**config.mk**
```make
export PLATFORM = sky130hd
export DESIGN_NAME = cpu_mem_arbiter
export DESIGN_NICKNAME = d
export VERILOG_FILES = /design/src/rtl/cpu_mem_arbiter_pkg.sv /design/src/rtl/cpu_mem_arbiter_picker.sv /design/src/rtl/cpu_mem_arbiter.sv
export SDC_FILE = /design/constraint.sdc
export NUM_CORES = 1
export LEC_CHECK = 0
export BUFFER_PORTS_ARGS = -buffer_cell sky130_fd_sc_hd__buf_4
export CORE_MARGIN = 4
export CORE_UTILIZATION = 36
export CTS_CLUSTER_SIZE = 24
export DETAILED_ROUTE_END_ITERATION = 8
export PLACE_DENSITY = 0.85
export SLEW_MARGIN = 20
export SYNTH_ARGS = -nofsm -noshare
export SYNTH_HDL_FRONTEND = slang
export SYNTH_HIERARCHICAL = 1
export SYNTH_SLANG_ARGS = --single-unit
```
**constraint.sdc**
```tcl
create_clock -name clk -period 2.22 [get_ports clk]
set_clock_uncertainty 0.1 [all_clocks]
set_input_delay 0.222 -clock clk [delete_from_list [all_inputs] [get_ports clk]]
set_output_delay 0.222 -clock clk [all_outputs]
set_load 0.03 [all_outputs]
```
**src/rtl/cpu_mem_arbiter_pkg.sv**
```systemverilog
// ----------------------------------------------------------------------------
// cpu_mem_arbiter_pkg
// Shared bus types for the unified memory port arbiter.
//   arb_state_e : arbiter FSM states (IDLE, REQ, RESP)
//   arb_owner_e : which requester owns the outstanding transaction
//   mem_req_t   : one memory request {addr, we, wdata, wstrb}; used both for
//                 the requester inputs and for the registered bus_* fields
//   fetch_req() : builds the request record for an instruction fetch
// Optional feature macro (used by the picker and the top): MEM_ARB_RR_EN
// ----------------------------------------------------------------------------
package cpu_mem_arbiter_pkg;

    localparam int XLEN   = 32;
    localparam int STRB_W = XLEN / 8;

    typedef enum logic [1:0] {
        ARB_IDLE = 2'd0,
        ARB_REQ  = 2'd1,
        ARB_RESP = 2'd2
    } arb_state_e;

    typedef enum logic {
        OWN_IF  = 1'b0,
        OWN_MEM = 1'b1
    } arb_owner_e;

    typedef struct packed {
        logic [XLEN-1:0]   addr;
        logic              we;
        logic [XLEN-1:0]   wdata;
        logic [STRB_W-1:0] wstrb;
    } mem_req_t;

    // A fetch is always a plain read: no write data, no byte enables.
    function automatic mem_req_t fetch_req(input logic [XLEN-1:0] addr);
        mem_req_t r;
        r.addr  = addr;
        r.we    = 1'b0;
        r.wdata = '0;
        r.wstrb = '0;
        return r;
    endfunction

endpackage

```
**src/rtl/cpu_mem_arbiter_picker.sv**
```systemverilog
// ----------------------------------------------------------------------------
// mem_arb_picker
// Combinational winner selection between the fetch and load/store requesters.
// Ports:
//   if_req, mem_req : request lines of the two requesters
//   last_owner      : requester granted most recently (round-robin only)
//   valid           : at least one request is present
//   winner          : requester that wins this cycle
// Macro MEM_ARB_RR_EN: defined -> round-robin on ties (the requester that is
// not last_owner wins); undefined -> fixed priority, MEM over IF.
// ----------------------------------------------------------------------------
module mem_arb_picker
    import cpu_mem_arbiter_pkg::*;
(
    input  logic       if_req,
    input  logic       mem_req,
    input  arb_owner_e last_owner,
    output logic       valid,
    output arb_owner_e winner
);

`ifndef MEM_ARB_RR_EN
    // Fixed priority never looks at the history.
    logic w_unused_last_owner;
    assign w_unused_last_owner = (last_owner == OWN_MEM);
`endif

    always_comb begin
        valid  = if_req | mem_req;
        winner = OWN_IF;
`ifdef MEM_ARB_RR_EN
        if (if_req && mem_req) begin
            winner = (last_owner == OWN_IF) ? OWN_MEM : OWN_IF;
        end else if (mem_req) begin
            winner = OWN_MEM;
        end
`else
        if (mem_req) begin
            winner = OWN_MEM;
        end
`endif
    end

endmodule

```
**src/rtl/cpu_mem_arbiter.sv**
```systemverilog
// ----------------------------------------------------------------------------
// cpu_mem_arbiter
// Shares the single unified memory port between the IF-stage fetch requester
// and the MEM-stage load/store requester, one transaction outstanding at a
// time, sequenced by a three-state FSM (IDLE -> REQ -> RESP -> IDLE).
// Ports:
//   clk, rst                      : clock, asynchronous active-high reset
//   if_req/if_addr/if_kill        : fetch request, address, kill of in-flight
//   if_gnt/if_rvalid/if_rdata     : fetch accept pulse, response pulse, data
//   mem_req/addr/we/wdata/wstrb   : load/store request fields
//   mem_gnt/mem_rvalid/mem_rdata  : load/store accept, response/ack, data
//   bus_req + bus_addr/we/wdata/wstrb : registered downstream request
//   bus_ready/bus_rvalid/bus_rdata    : downstream accept, response, data
//   busy                          : FSM not in IDLE
// Handshake: a requester holds req and its fields stable until its gnt, which
// pulses only in IDLE in the cycle the request is latched. Downstream, the
// request is held while bus_req=1 until a cycle with bus_ready=1; exactly one
// bus_rvalid cycle is then expected in RESP and ends the transaction.
// bus_rvalid outside RESP is ignored.
// Macro MEM_ARB_RR_EN: round-robin arbitration (see mem_arb_picker).
// ----------------------------------------------------------------------------
module cpu_mem_arbiter
    import cpu_mem_arbiter_pkg::*;
(
    input  logic              clk,
    input  logic              rst,
    input  logic              if_req,
    input  logic [XLEN-1:0]   if_addr,
    input  logic              if_kill,
    output logic              if_gnt,
    output logic              if_rvalid,
    output logic [XLEN-1:0]   if_rdata,
    input  logic              mem_req,
    input  logic [XLEN-1:0]   mem_addr,
    input  logic              mem_we,
    input  logic [XLEN-1:0]   mem_wdata,
    input  logic [STRB_W-1:0] mem_wstrb,
    output logic              mem_gnt,
    output logic              mem_rvalid,
    output logic [XLEN-1:0]   mem_rdata,
    output logic              bus_req,
    output logic [XLEN-1:0]   bus_addr,
    output logic              bus_we,
    output logic [XLEN-1:0]   bus_wdata,
    output logic [STRB_W-1:0] bus_wstrb,
    input  logic              bus_ready,
    input  logic              bus_rvalid,
    input  logic [XLEN-1:0]   bus_rdata,
    output logic              busy
);

    arb_state_e r_state;
    arb_owner_e r_owner;
    logic       r_drop;
    mem_req_t   r_bus;

    logic       w_valid;
    arb_owner_e w_winner;
    arb_owner_e w_last_owner;
    mem_req_t   w_mem_in;
    logic       w_grant;
    logic       w_if_kill_owned;

`ifdef MEM_ARB_RR_EN
    arb_owner_e r_last_owner;
    assign w_last_owner = r_last_owner;
`else
    assign w_last_owner = OWN_MEM;
`endif

    assign w_mem_in = '{addr: mem_addr, we: mem_we, wdata: mem_wdata, wstrb: mem_wstrb};

    mem_arb_picker u_picker (
        .if_req     (if_req),
        .mem_req    (mem_req),
        .last_owner (w_last_owner),
        .valid      (w_valid),
        .winner     (w_winner)
    );

    assign w_grant         = (r_state == ARB_IDLE) && w_valid;
    // A kill only matters while a fetch is actually in flight.
    assign w_if_kill_owned = if_kill && (r_owner == OWN_IF) && (r_state != ARB_IDLE);

    always_ff @(posedge clk or posedge rst) begin
        if (rst) begin
            r_state <= ARB_IDLE;
            r_owner <= OWN_IF;
            r_drop  <= 1'b0;
            r_bus   <= '0;
`ifdef MEM_ARB_RR_EN
            r_last_owner <= OWN_MEM;
`endif
        end else begin
            case (r_state)
                ARB_IDLE: begin
                    if (w_valid) begin
                        r_bus   <= (w_winner == OWN_MEM) ? w_mem_in : fetch_req(if_addr);
                        r_owner <= w_winner;
                        r_drop  <= 1'b0;
                        r_state <= ARB_REQ;
`ifdef MEM_ARB_RR_EN
                        r_last_owner <= w_winner;
`endif
                    end
                end
                ARB_REQ: begin
                    if (w_if_kill_owned) r_drop <= 1'b1;
                    if (bus_ready) r_state <= ARB_RESP;
                end
                ARB_RESP: begin
                    if (w_if_kill_owned) r_drop <= 1'b1;
                    if (bus_rvalid) r_state <= ARB_IDLE;
                end
                default: r_state <= ARB_IDLE;
            endcase
        end
    end

    assign if_gnt  = w_grant && (w_winner == OWN_IF);
    assign mem_gnt = w_grant && (w_winner == OWN_MEM);

    // The kill term also covers a kill arriving in the same cycle as the data.
    assign if_rvalid  = (r_state == ARB_RESP) && (r_owner == OWN_IF) && bus_rvalid
                        && !r_drop && !if_kill;
    assign mem_rvalid = (r_state == ARB_RESP) && (r_owner == OWN_MEM) && bus_rvalid;
    assign if_rdata   = bus_rdata;
    assign mem_rdata  = bus_rdata;

    assign bus_req   = (r_state == ARB_REQ);
    assign bus_addr  = r_bus.addr;
    assign bus_we    = r_bus.we;
    assign bus_wdata = r_bus.wdata;
    assign bus_wstrb = r_bus.wstrb;
    assign busy      = (r_state != ARB_IDLE);

endmodule

```
==> key figures, run 1 <==
Critical path
  – Worst Path Buf+Inv: 2
  – CP Max Fanout: 10
  – Worst path max stage delay: 0.40 ns
  – CP max stage cell: sky130_fd_sc_hd__dfrtp_1
  – Crit-path leading delay family: flip-flops
  – Setup CP Type: reg -> out
  – Signal arrival time at the worst endpoint: 1.58 ns
  – Required @ worst endpoint: 1.90 ns
  – Crit path capture type: output port
  – Cell-by-cell listing of the critical path: inv_1 -> ha_1 -> nand2_4 -> nor2_1 -> buf_4
  – Critical path launch point type: flop

Global routing
  – Global-route usage over all layers: 15.8%
  – Pin count of the biggest net entering global routing: 70
  – Initial antenna violation count: 0
  – Overflow after GRT: 0
  – Via count of the first global-routing pass: 2999
  – Wire length of the first global-routing pass: 14.6 mm

Detailed routing
  – Sum of met3 wire segment lengths after detailed routing: 1.00 mm
  – Routed met2 length: 4.85 mm
  – Total wirelength of the detailed-routed design: 9.69 mm
  – Post-Route M1 WL: 3.59 mm
  – Detailed-route vias per instance: 4.65
  – Residual DRC count: 0
  – Post-detailed-route count of antenna-violating nets: 0
  – Iteration-0 DRC count of the detailed router: 150
  – WL/cell: 15.0 um
  – Vias after detailed routing: 3009
  – Total iterations of the first detailed-routing run: 5
  – Uppermost routed layer: met4

Layout
  – Post-layout instance count excluding filler cells: 647
  – Fraction of layout instances using a drive strength above 1: 39.9%
  – Final net count: 657
  – Area Overhead vs Synth: 32.8%
  – Total inserted antenna cells: 0

Pwr
  – Peak VDD IR: 0.803 mV
  – Portion of total power attributed to the clock network: 12.0%
  – Switching power total: 3.30 mW
  – Sequential share of power: 33.5%
  – Int Power: 3.81 mW
  – Combinational Power Share: 54.5%
  – Power density normalized to cell area: 1450 nW/um^2
  – Share of total power consumed by net switching: 46.5%
  – PnR Total Power: 7.11 mW
  – Total leakage power: 2.69 nW

Clocking
  – Clk pin slew, worst setup/hold paths: 0.07 ns
  – TritonCTS Buffers: 9
  – Quantity of gates resized following cts: 0
  – Number of clock sinks: 73
  – Clock Tree Buf Depth: 2
  – Setup Buffers After CTS: 0
  – CTS hold repair buffers: 5
  – Clock insertion delay at the later pin of the skew report: 0.33 ns
  – H-tree levels: 3
  – Clock tree from TritonCTS: yes
  – Clock tree root buffer cell: sky130_fd_sc_hd__clkbuf_8

Place
  – Number of instances in the placed design: 629
  – Port bufs: 182
  – HPWL reported at the end of detailed placement: 7.50 mm
  – Worst setup slack before clock tree synthesis: 0.331 ns
  – Final estimated routing congestion in global placement: 0.810

Die
  – Area of the die: 11900 um^2
  – Starting Density: 37.3%
  – Die height: 109 um
  – Horizontal die dimension: 109 um
  – Total I/O pin count: 279
  – Total core area: 9860 um^2
  – Number of rows in the core area: 36

Logic synthesis
  – Post-synth net total: 541
  – Area of the mapped netlist: 3680 um^2
  – Count of yosys warnings during synthesis: 6
  – Average footprint of a synthesized cell: 9.30 um^2
  – Cell count after synthesis: 396

Worst hold path
  – Type of the worst min-delay path: in -> reg

Timing
  – Final worst slack: 0.320 ns
  – Worst max-slew margin expressed relative to the limit: 55.9%
  – Final count of pins violating max slew: 0
  – Fmax achieved: 0.526 GHz
  – Final setup violation count: 0
  – Post-layout min period: 1.90 ns
  – Endpoints failing hold: 0
  – Total negative slack for setup checks: 0 ns
  – RSZ-0062 raised after global routing: no
  – Worst slew pin tran: 0.660 ns
  – Post-route clock period utilization: 85.6%

Run status
  – Outcome: complete, no violations

Job
  – Number of maximum-capacitance violations: 0
[registers in the layout, summed over array words and instances (netlist names)]
name and count:
bus_addr 32, bus_wdata 32, bus_we 1, bus_wstrb 4, r_drop 1, r_owner 1
r_state 2
[power groups by stage]
stage,clock [mW],sequential (mW),combinational (mW)
finish,0.852,2.38,3.88
global route,0.957,2.47,4.20
floorplan,0,3.62,1.33
detailed placement,0,2.39,3.94
global placement,0,2.36,3.84
CTS,0.900,2.38,3.94
[layout make-up]
| class | instances | area, um^2 |
|---|---|---|
| Inverter | 8 | 31.3 |
| Timing Repair Buffer | 193 | 1490 |
| Clock buffer | 12 | 145 |
| Multi-Input combinational cell | 227 | 1230 |
| Tap cell | 133 | 166 |
| Clock inverter | 1 | 5.00 |
| Fill cell | 905 | 4970 |
| Sequential cell | 73 | 1830 |
[worst reg2reg max path: stages, from the launching register on]
cell and delay, ns:
sky130_fd_sc_hd__dfrtp_1 0.40, sky130_fd_sc_hd__inv_1 0.09, sky130_fd_sc_hd__ha_1 0.29, sky130_fd_sc_hd__a222oi_1 0.50
sky130_fd_sc_hd__mux2_2 0.40
[cell usage in the layout (no fill, tap or decap), types with 5 or more instances in the layout]
cell / count
sky130_fd_sc_hd__buf_4: 186
sky130_fd_sc_hd__clkbuf_8: 10
sky130_fd_sc_hd__dfrtp_1: 73
sky130_fd_sc_hd__dlygate4sd3_1: 5
sky130_fd_sc_hd__ha_1: 5
sky130_fd_sc_hd__inv_1: 7
sky130_fd_sc_hd__mux2i_1: 32
sky130_fd_sc_hd__nand2_1: 107
sky130_fd_sc_hd__nand3_1: 37
sky130_fd_sc_hd__o21ai_0: 34
[per-layer routing]
metal,GRT usage [%],up-vias
li1,-,1447
met1,17.7,1358
met2,27.6,175
met3,4.68,29
met4,7.39,0
met5,0,-
[final timing paths]
check	from	endpoint	slack, ns	depth (start not counted)
setup / recovery	r_state[1]	if_gnt	0.32	5
hold / removal	mem_wdata[10]	bus_wdata[10]	0.02	3
setup reg to reg	r_state[0]	r_state[1]	0.34	4
hold reg to reg	bus_wdata[26]	bus_wdata[26]	0.37	2
max in group asynchronous	rst	bus_addr[11]	0.96	4
min in group asynchronous	rst	bus_addr[31]	0.43	3
[stage by stage]
step	area [um^2]	utilization (%)	hold slack [ns]
final	4890	49.6	0.0225
after detailed placement	4690	47.6	0.240
after global placement	4690	47.6	0.229
after global routing	4890	49.6	0.00284
after floorplan	3680	-	0.267
after CTS	4890	49.6	0.000582
(Power assumes the default switching activity.)
==> run 2: changes to the inputs <==
--- a/config.mk
+++ b/config.mk
@@ -5,12 +5,13 @@
 export SDC_FILE = /design/constraint.sdc
 export NUM_CORES = 1
 export LEC_CHECK = 0
+export ABC_AREA = 1
 export BUFFER_PORTS_ARGS = -buffer_cell sky130_fd_sc_hd__buf_4
 export CORE_MARGIN = 4
 export CORE_UTILIZATION = 36
-export CTS_CLUSTER_SIZE = 24
+export CTS_CLUSTER_SIZE = 30
 export DETAILED_ROUTE_END_ITERATION = 8
-export PLACE_DENSITY = 0.85
+export PLACE_DENSITY = 0.86
 export SLEW_MARGIN = 20
 export SYNTH_ARGS = -nofsm -noshare
 export SYNTH_HDL_FRONTEND = slang
==> run 2 against run 1 <==
- final cell count rose by 20%
- first-iteration DRC count fell by 4.7%
- largest cell class is now non-clock buffers
- critical path type is now reg -> reg
- via count rose by 19%
- global-route usage rose by 5.9 points
==> key figures, run 2 <==
Timing
  – Endpoints failing hold: 0
  – Fmax achieved: 0.478 GHz
  – Hold_ws: 0.0246 ns
  – Worst max-slew margin expressed relative to the limit: 67.5%
  – Post-route clock period utilization: 94.3%
  – Total negative slack for setup checks: 0 ns
  – Final count of pins violating max slew: 0
  – Worst slew pin tran: 0.488 ns
  – Final setup violation count: 0
  – Post-layout min period: 2.09 ns

Clocking
  – Clk pin slew, worst setup/hold paths: 0.08 ns
  – Clock tree from TritonCTS: yes
  – Number of clock sinks: 73
  – H-tree levels: 3
  – Setup Buffers After CTS: 0
  – Clock Tree Buf Depth: 2
  – TritonCTS Buffers: 9
  – Clock tree root buffer cell: sky130_fd_sc_hd__clkbuf_8
  – Clock insertion delay at the later pin of the skew report: 0.33 ns

Critical path
  – Reg2Reg Setup Slack: 0.13 ns
  – Depth of the worst register-to-register path: 8
  – Endpoint of the worst register-to-register path: bus_addr[1]
  – Crit-path leading delay family: buffers and inverters
  – Crit path capture type: flop
  – Signal arrival time at the worst endpoint: 2.26 ns
  – Cell-by-cell listing of the critical path: inv_1 -> ha_2 -> nand2_2 -> nor2_4 -> buf_8 -> nand2_1 -> nand3_1 -> dlygate4sd3_1
  – Critical path launch point type: flop
  – Setup CP Type: reg -> reg
  – Worst Path Buf+Inv: 3
  – CP Max Fanout: 23
  – CP max stage cell: sky130_fd_sc_hd__dlygate4sd3_1
  – Worst R2R Start: r_state[0]
  – Required @ worst endpoint: 2.39 ns
  – Worst path max stage delay: 0.54 ns

Layout
  – Number of inserted filler cells in the final layout: 759
  – Core Util, Final: 60.9%
  – Most common cell after layout, fill and taps aside: sky130_fd_sc_hd__nand2_1
  – Top library cells by usage in the layout, fill and taps aside: sky130_fd_sc_hd__nand2_1 (216), sky130_fd_sc_hd__buf_4 (184), sky130_fd_sc_hd__dlygate4sd3_1 (92)
  – Fraction of layout instances using a drive strength above 1: 32.4%
  – Multi-input combinational cell area: 1110 um^2
  – Total inserted antenna cells: 0
  – Final net count: 785
  – Combined flip-flop and latch cell area: 1830 um^2
  – Post-layout instance count excluding filler cells: 774
  – Area Overhead vs Synth: 61.4%

Detailed routing
  – Total iterations of the first detailed-routing run: 5
  – Iteration-0 DRC count of the detailed router: 143
  – Detailed-route vias per instance: 4.64
  – WL/cell: 15.9 um
  – Vias after detailed routing: 3589
  – Post-detailed-route count of antenna-violating nets: 0
  – Total wirelength of the detailed-routed design: 12.3 mm
  – Residual DRC count: 0

Die
  – Die height: 107 um
  – Number of rows in the core area: 35
  – Starting Density: 37.7%
  – Total core area: 9420 um^2
  – Horizontal die dimension: 107 um
  – Area of the die: 11500 um^2
  – Total I/O pin count: 279

Logic synthesis
  – Average footprint of a synthesized cell: 8.24 um^2
  – Count of yosys warnings during synthesis: 6
  – Post-synth net total: 576
  – Cell count after synthesis: 431
  – Area of the mapped netlist: 3550 um^2

Worst hold path
  – Cell depth of the worst min-delay path: 3
  – Hold Crit Endpoint: bus_wdata[13]
  – Type of the worst min-delay path: in -> reg
  – Min-Delay Startpoint: mem_wdata[13]

Job
  – Number of maximum-capacitance violations: 0

Global routing
  – Pin count of the biggest net entering global routing: 74
  – Overflow after GRT: 0
  – Initial antenna violation count: 0
  – Global-route usage over all layers: 21.8%
  – Via count of the first global-routing pass: 4018
  – Wire length of the first global-routing pass: 19.5 mm

Run status
  – Outcome: complete, no violations

Pwr
  – PnR Total Power: 7.65 mW
  – Peak VDD IR: 0.705 mV
  – Power density normalized to cell area: 1330 nW/um^2
  – Total leakage power: 3.08 nW

Place
  – Number of instances in the placed design: 666
  – HPWL reported at the end of detailed placement: 7.82 mm
  – Final estimated routing congestion in global placement: 0.807
  – Port bufs: 182
==> run 2: layout make-up <==
type | instances | area share (%)
inverter | 11 | 0.721
sequential | 73 | 31.9
tap | 129 | 2.82
multi-input combinational | 265 | 19.4
clock buffer | 11 | 2.47
timing repair buffer | 280 | 41.3
clock inverter | 5 | 1.38
==> run 2: worst max path at each step <==
stage / from / endpoint / cells after the start
4_1_cts: r_state[0] / bus_addr[1] / 7
3_3_place_gp: r_state[0] / bus_wdata[11] / 7
5_1_grt: r_state[0] / bus_addr[1] / 8
2_1_floorplan: rst / bus_addr[0] / 1
3_5_place_dp: r_state[0] / bus_addr[29] / 7
6_report: r_state[0] / bus_addr[1] / 8
==> run 2: where the power goes <==
part	total, mW	switching, mW	internal (mW)
Combinational	4.12	2.60	1.52
Sequential	2.39	0.410	1.98
Clock	1.14	0.481	0.663
Total	7.65	3.49	4.16
==> run 2: layer usage <==
layer  up-vias  GRT usage (%)  routed length, um
met4         0           14.5                764
met3        70           6.60                830
met1      1661           21.4               4230
met5         -              0                  0
met2       181           39.1               6510
li1       1677              -                  -
==> run 2: timing repair <==
action | in CTS | in global routing
hold endpoints to repair | 140 | 0
hold buffers | 92 | 0
endpoints found under the setup margin | 0 | 1
gates resized for setup | 0 | 4
==> run 2: through the flow <==
| step | cell area [um^2] | setup slack (ns) |
|---|---|---|
| after floorplan | 3550 | 0.0447 |
| after global placement | 4580 | 0.484 |
| after detailed placement | 4580 | 0.351 |
| after CTS | 5720 | 0.0251 |
| after global routing | 5730 | -0.00302 |
| final | 5730 | 0.127 |
==> run 2: worst reg2reg max path, stage by stage, from the launching register on <==
cell and delay, ns:
sky130_fd_sc_hd__dfrtp_1 0.43, sky130_fd_sc_hd__inv_1 0.13, sky130_fd_sc_hd__ha_2 0.23, sky130_fd_sc_hd__nand2_2 0.13, sky130_fd_sc_hd__nor2_4 0.15, sky130_fd_sc_hd__buf_8 0.19
sky130_fd_sc_hd__nand2_1 0.07, sky130_fd_sc_hd__nand3_1 0.06, sky130_fd_sc_hd__dlygate4sd3_1 0.54
==> run 3: changes to the inputs <==
--- a/config.mk
+++ b/config.mk
@@ -5,13 +5,14 @@
 export SDC_FILE = /design/constraint.sdc
 export NUM_CORES = 1
 export LEC_CHECK = 0
-export ABC_AREA = 1
+export ABC_AREA = 0
 export BUFFER_PORTS_ARGS = -buffer_cell sky130_fd_sc_hd__buf_4
 export CORE_MARGIN = 4
 export CORE_UTILIZATION = 36
 export CTS_CLUSTER_SIZE = 30
 export DETAILED_ROUTE_END_ITERATION = 8
-export PLACE_DENSITY = 0.86
+export PLACE_DENSITY = 0.85
+export REMOVE_ABC_BUFFERS = 1
 export SLEW_MARGIN = 20
 export SYNTH_ARGS = -nofsm -noshare
 export SYNTH_HDL_FRONTEND = slang
==> run 3 against run 2 <==
- setup slack improved by 0.042 ns
- highest routed layer is now met5
- combinational power fell by 4%
- maximum frequency rose by 2.1%
- sequential share of layout area rose by 4.0 points
- power fell by 3.5%
- wire length rose by 6.5%
- clock power fell by 8%
- largest cell class is now flip-flops and latches
==> key figures, run 3 (same netlist as run 1, synthesis figures left out) <==
Run status
  – Outcome: complete, no violations

Detailed routing
  – Total iterations of the first detailed-routing run: 4
  – Residual DRC count: 0
  – Vias after detailed routing: 3179
  – Total wirelength of the detailed-routed design: 13.1 mm
  – WL/cell: 19.9 um
  – Iteration-0 DRC count of the detailed router: 184
  – Detailed-route vias per instance: 4.81
  – Post-detailed-route count of antenna-violating nets: 0

Pwr
  – Combinational Power Share: 53.6%
  – Share of total power consumed by net switching: 45.7%
  – Sequential share of power: 32.2%
  – Peak VDD IR: 0.580 mV
  – Total leakage power: 2.78 nW
  – PnR Total Power: 7.38 mW
  – Int Power: 4.01 mW
  – Switching power total: 3.38 mW
  – Power density normalized to cell area: 1450 nW/um^2
  – Portion of total power attributed to the clock network: 14.2%

Layout
  – Total inserted antenna cells: 0
  – Area Overhead vs Synth: 38.2%
  – Number of inserted filler cells in the final layout: 917
  – Post-layout instance count excluding filler cells: 661
  – Fraction of layout instances using a drive strength above 1: 39.4%
  – Multi-input combinational cell area: 1240 um^2
  – Final net count: 669
  – Most common cell after layout, fill and taps aside: sky130_fd_sc_hd__buf_4
  – Top library cells by usage in the layout, fill and taps aside: sky130_fd_sc_hd__buf_4 (184), sky130_fd_sc_hd__nand2_1 (107), sky130_fd_sc_hd__dfrtp_1 (73)
  – Combined flip-flop and latch cell area: 1830 um^2

Critical path
  – Source of the critical timing path: r_state[0]
  – Signal arrival time at the worst endpoint: 1.73 ns
  – Crit path capture type: output port
  – Cell-by-cell listing of the critical path: inv_1 -> ha_1 -> nand2_8 -> nor2_1 -> buf_4
  – Critical path launch point type: flop
  – CP max stage cell: sky130_fd_sc_hd__dfrtp_1
  – Worst Path Buf+Inv: 2
  – Worst R2R Start: r_state[0]
  – Crit-path leading delay family: flip-flops
  – Setup CP Type: reg -> out
  – Worst path max stage delay: 0.42 ns
  – Required @ worst endpoint: 1.90 ns
  – CP Max Fanout: 26

Clocking
  – H-tree levels: 3
  – Clock insertion delay at the later pin of the skew report: 0.34 ns
  – Clock tree root buffer cell: sky130_fd_sc_hd__clkbuf_8
  – Number of clock sinks: 73
  – Clock Tree Buf Depth: 2
  – Setup Buffers After CTS: 0
  – Clock tree from TritonCTS: yes
  – Clk pin slew, worst setup/hold paths: 0.07 ns
  – TritonCTS Buffers: 9

Timing
  – Hold_ws: 0.0161 ns
  – Final setup violation count: 0
  – Endpoints failing hold: 0
  – Fmax achieved: 0.488 GHz
  – Post-layout min period: 2.05 ns
  – Total negative slack for setup checks: 0 ns
  – Final count of pins violating max slew: 0
  – Final worst slack: 0.169 ns
  – Worst slew pin tran: 0.428 ns
  – Worst max-slew margin expressed relative to the limit: 71.4%
  – Post-route clock period utilization: 92.4%

Job
  – Number of maximum-capacitance violations: 0

Global routing
  – Wire length of the first global-routing pass: 18.7 mm
  – Initial antenna violation count: 0
  – Overflow after GRT: 0
  – Global-route usage over all layers: 21.9%
  – Pin count of the biggest net entering global routing: 72
  – Via count of the first global-routing pass: 3242

Die
  – Horizontal die dimension: 109 um
  – Area of the die: 11900 um^2
  – Number of rows in the core area: 36
  – Starting Density: 37.3%
  – Total I/O pin count: 279
  – Die height: 109 um
  – Total core area: 9860 um^2

Worst hold path
  – Type of the worst min-delay path: in -> reg
  – Min-Delay Startpoint: mem_wdata[28]

Place
  – Worst setup slack before clock tree synthesis: 0.412 ns
  – Number of instances in the placed design: 629
  – Final estimated routing congestion in global placement: 0.807
  – HPWL reported at the end of detailed placement: 10.6 mm
  – Port bufs: 182
run 3: changes by cell type in the layout (fill, tap and decap cells not counted), sizes merged, moves of 2 or more:
cell	change
nand4	-2
mux2i	+32
o21ai	+32
inv	-4
nand3	+3
mux2	+2
nand2	-109
dlygate4sd3	-75
run 3: worst paths after layout:
| check | to | slack (ns) | depth (start not counted) |
|---|---|---|---|
| setup / recovery | if_gnt | 0.17 | 5 |
| hold / removal | bus_wdata[28] | 0.02 | 3 |
| setup reg to reg | r_state[0] | 0.37 | 4 |
| hold reg to reg | bus_wdata[28] | 0.37 | 2 |
| max in group asynchronous | r_drop | 1.12 | 4 |
| min in group asynchronous | bus_addr[10] | 0.33 | 3 |
run 3: worst register-to-register path: stages, from the launching register on:
cell,delay (ns)
sky130_fd_sc_hd__dfrtp_1,0.40
sky130_fd_sc_hd__inv_1,0.10
sky130_fd_sc_hd__ha_1,0.32
sky130_fd_sc_hd__a222oi_1,0.44
sky130_fd_sc_hd__mux2_2,0.38
run 3: metrics by stage:
stage	util, %	instance area (um^2)
after global placement	47.8	4720
after global routing	51.6	5090
after floorplan	-	3080
after detailed placement	47.8	4720
final	51.6	5090
after CTS	51.5	5080
run 3: power groups by stage:
stage	clock network, mW	logic (mW)	registers (mW)
finish	1.05	3.96	2.38
floorplan	0	1.01	3.62
global route	1.12	4.26	2.47
CTS	1.08	3.99	2.38
detailed placement	0	3.97	2.40
global placement	0	3.88	2.37
run 3: area by class of cell:
class	instances	share of cell area [%]
flip-flops and latches	73	35.9
repair buffers	205	32.0
clock inverters	3	0.786
multi-input cells	227	24.4
clock buffers	12	3.05
inverters	8	0.614
well taps	133	3.27
run 3: layer usage:
layer,global-route usage (%),vias up,wire (um)
li1,-,1474,-
met1,22.6,1476,4410
met2,35.2,205,6180
met3,15.0,20,2240
met4,6.58,4,217
met5,5.80,-,85
run 3: timing repair:
| action | 4_1_cts | 5_1_grt |
|---|---|---|
| setup endpoints to repair | 0 | 1 |
| resized for setup | 0 | 1 |
| hold buffers | 17 | 0 |
| endpoints found under the hold margin | 37 | 0 |
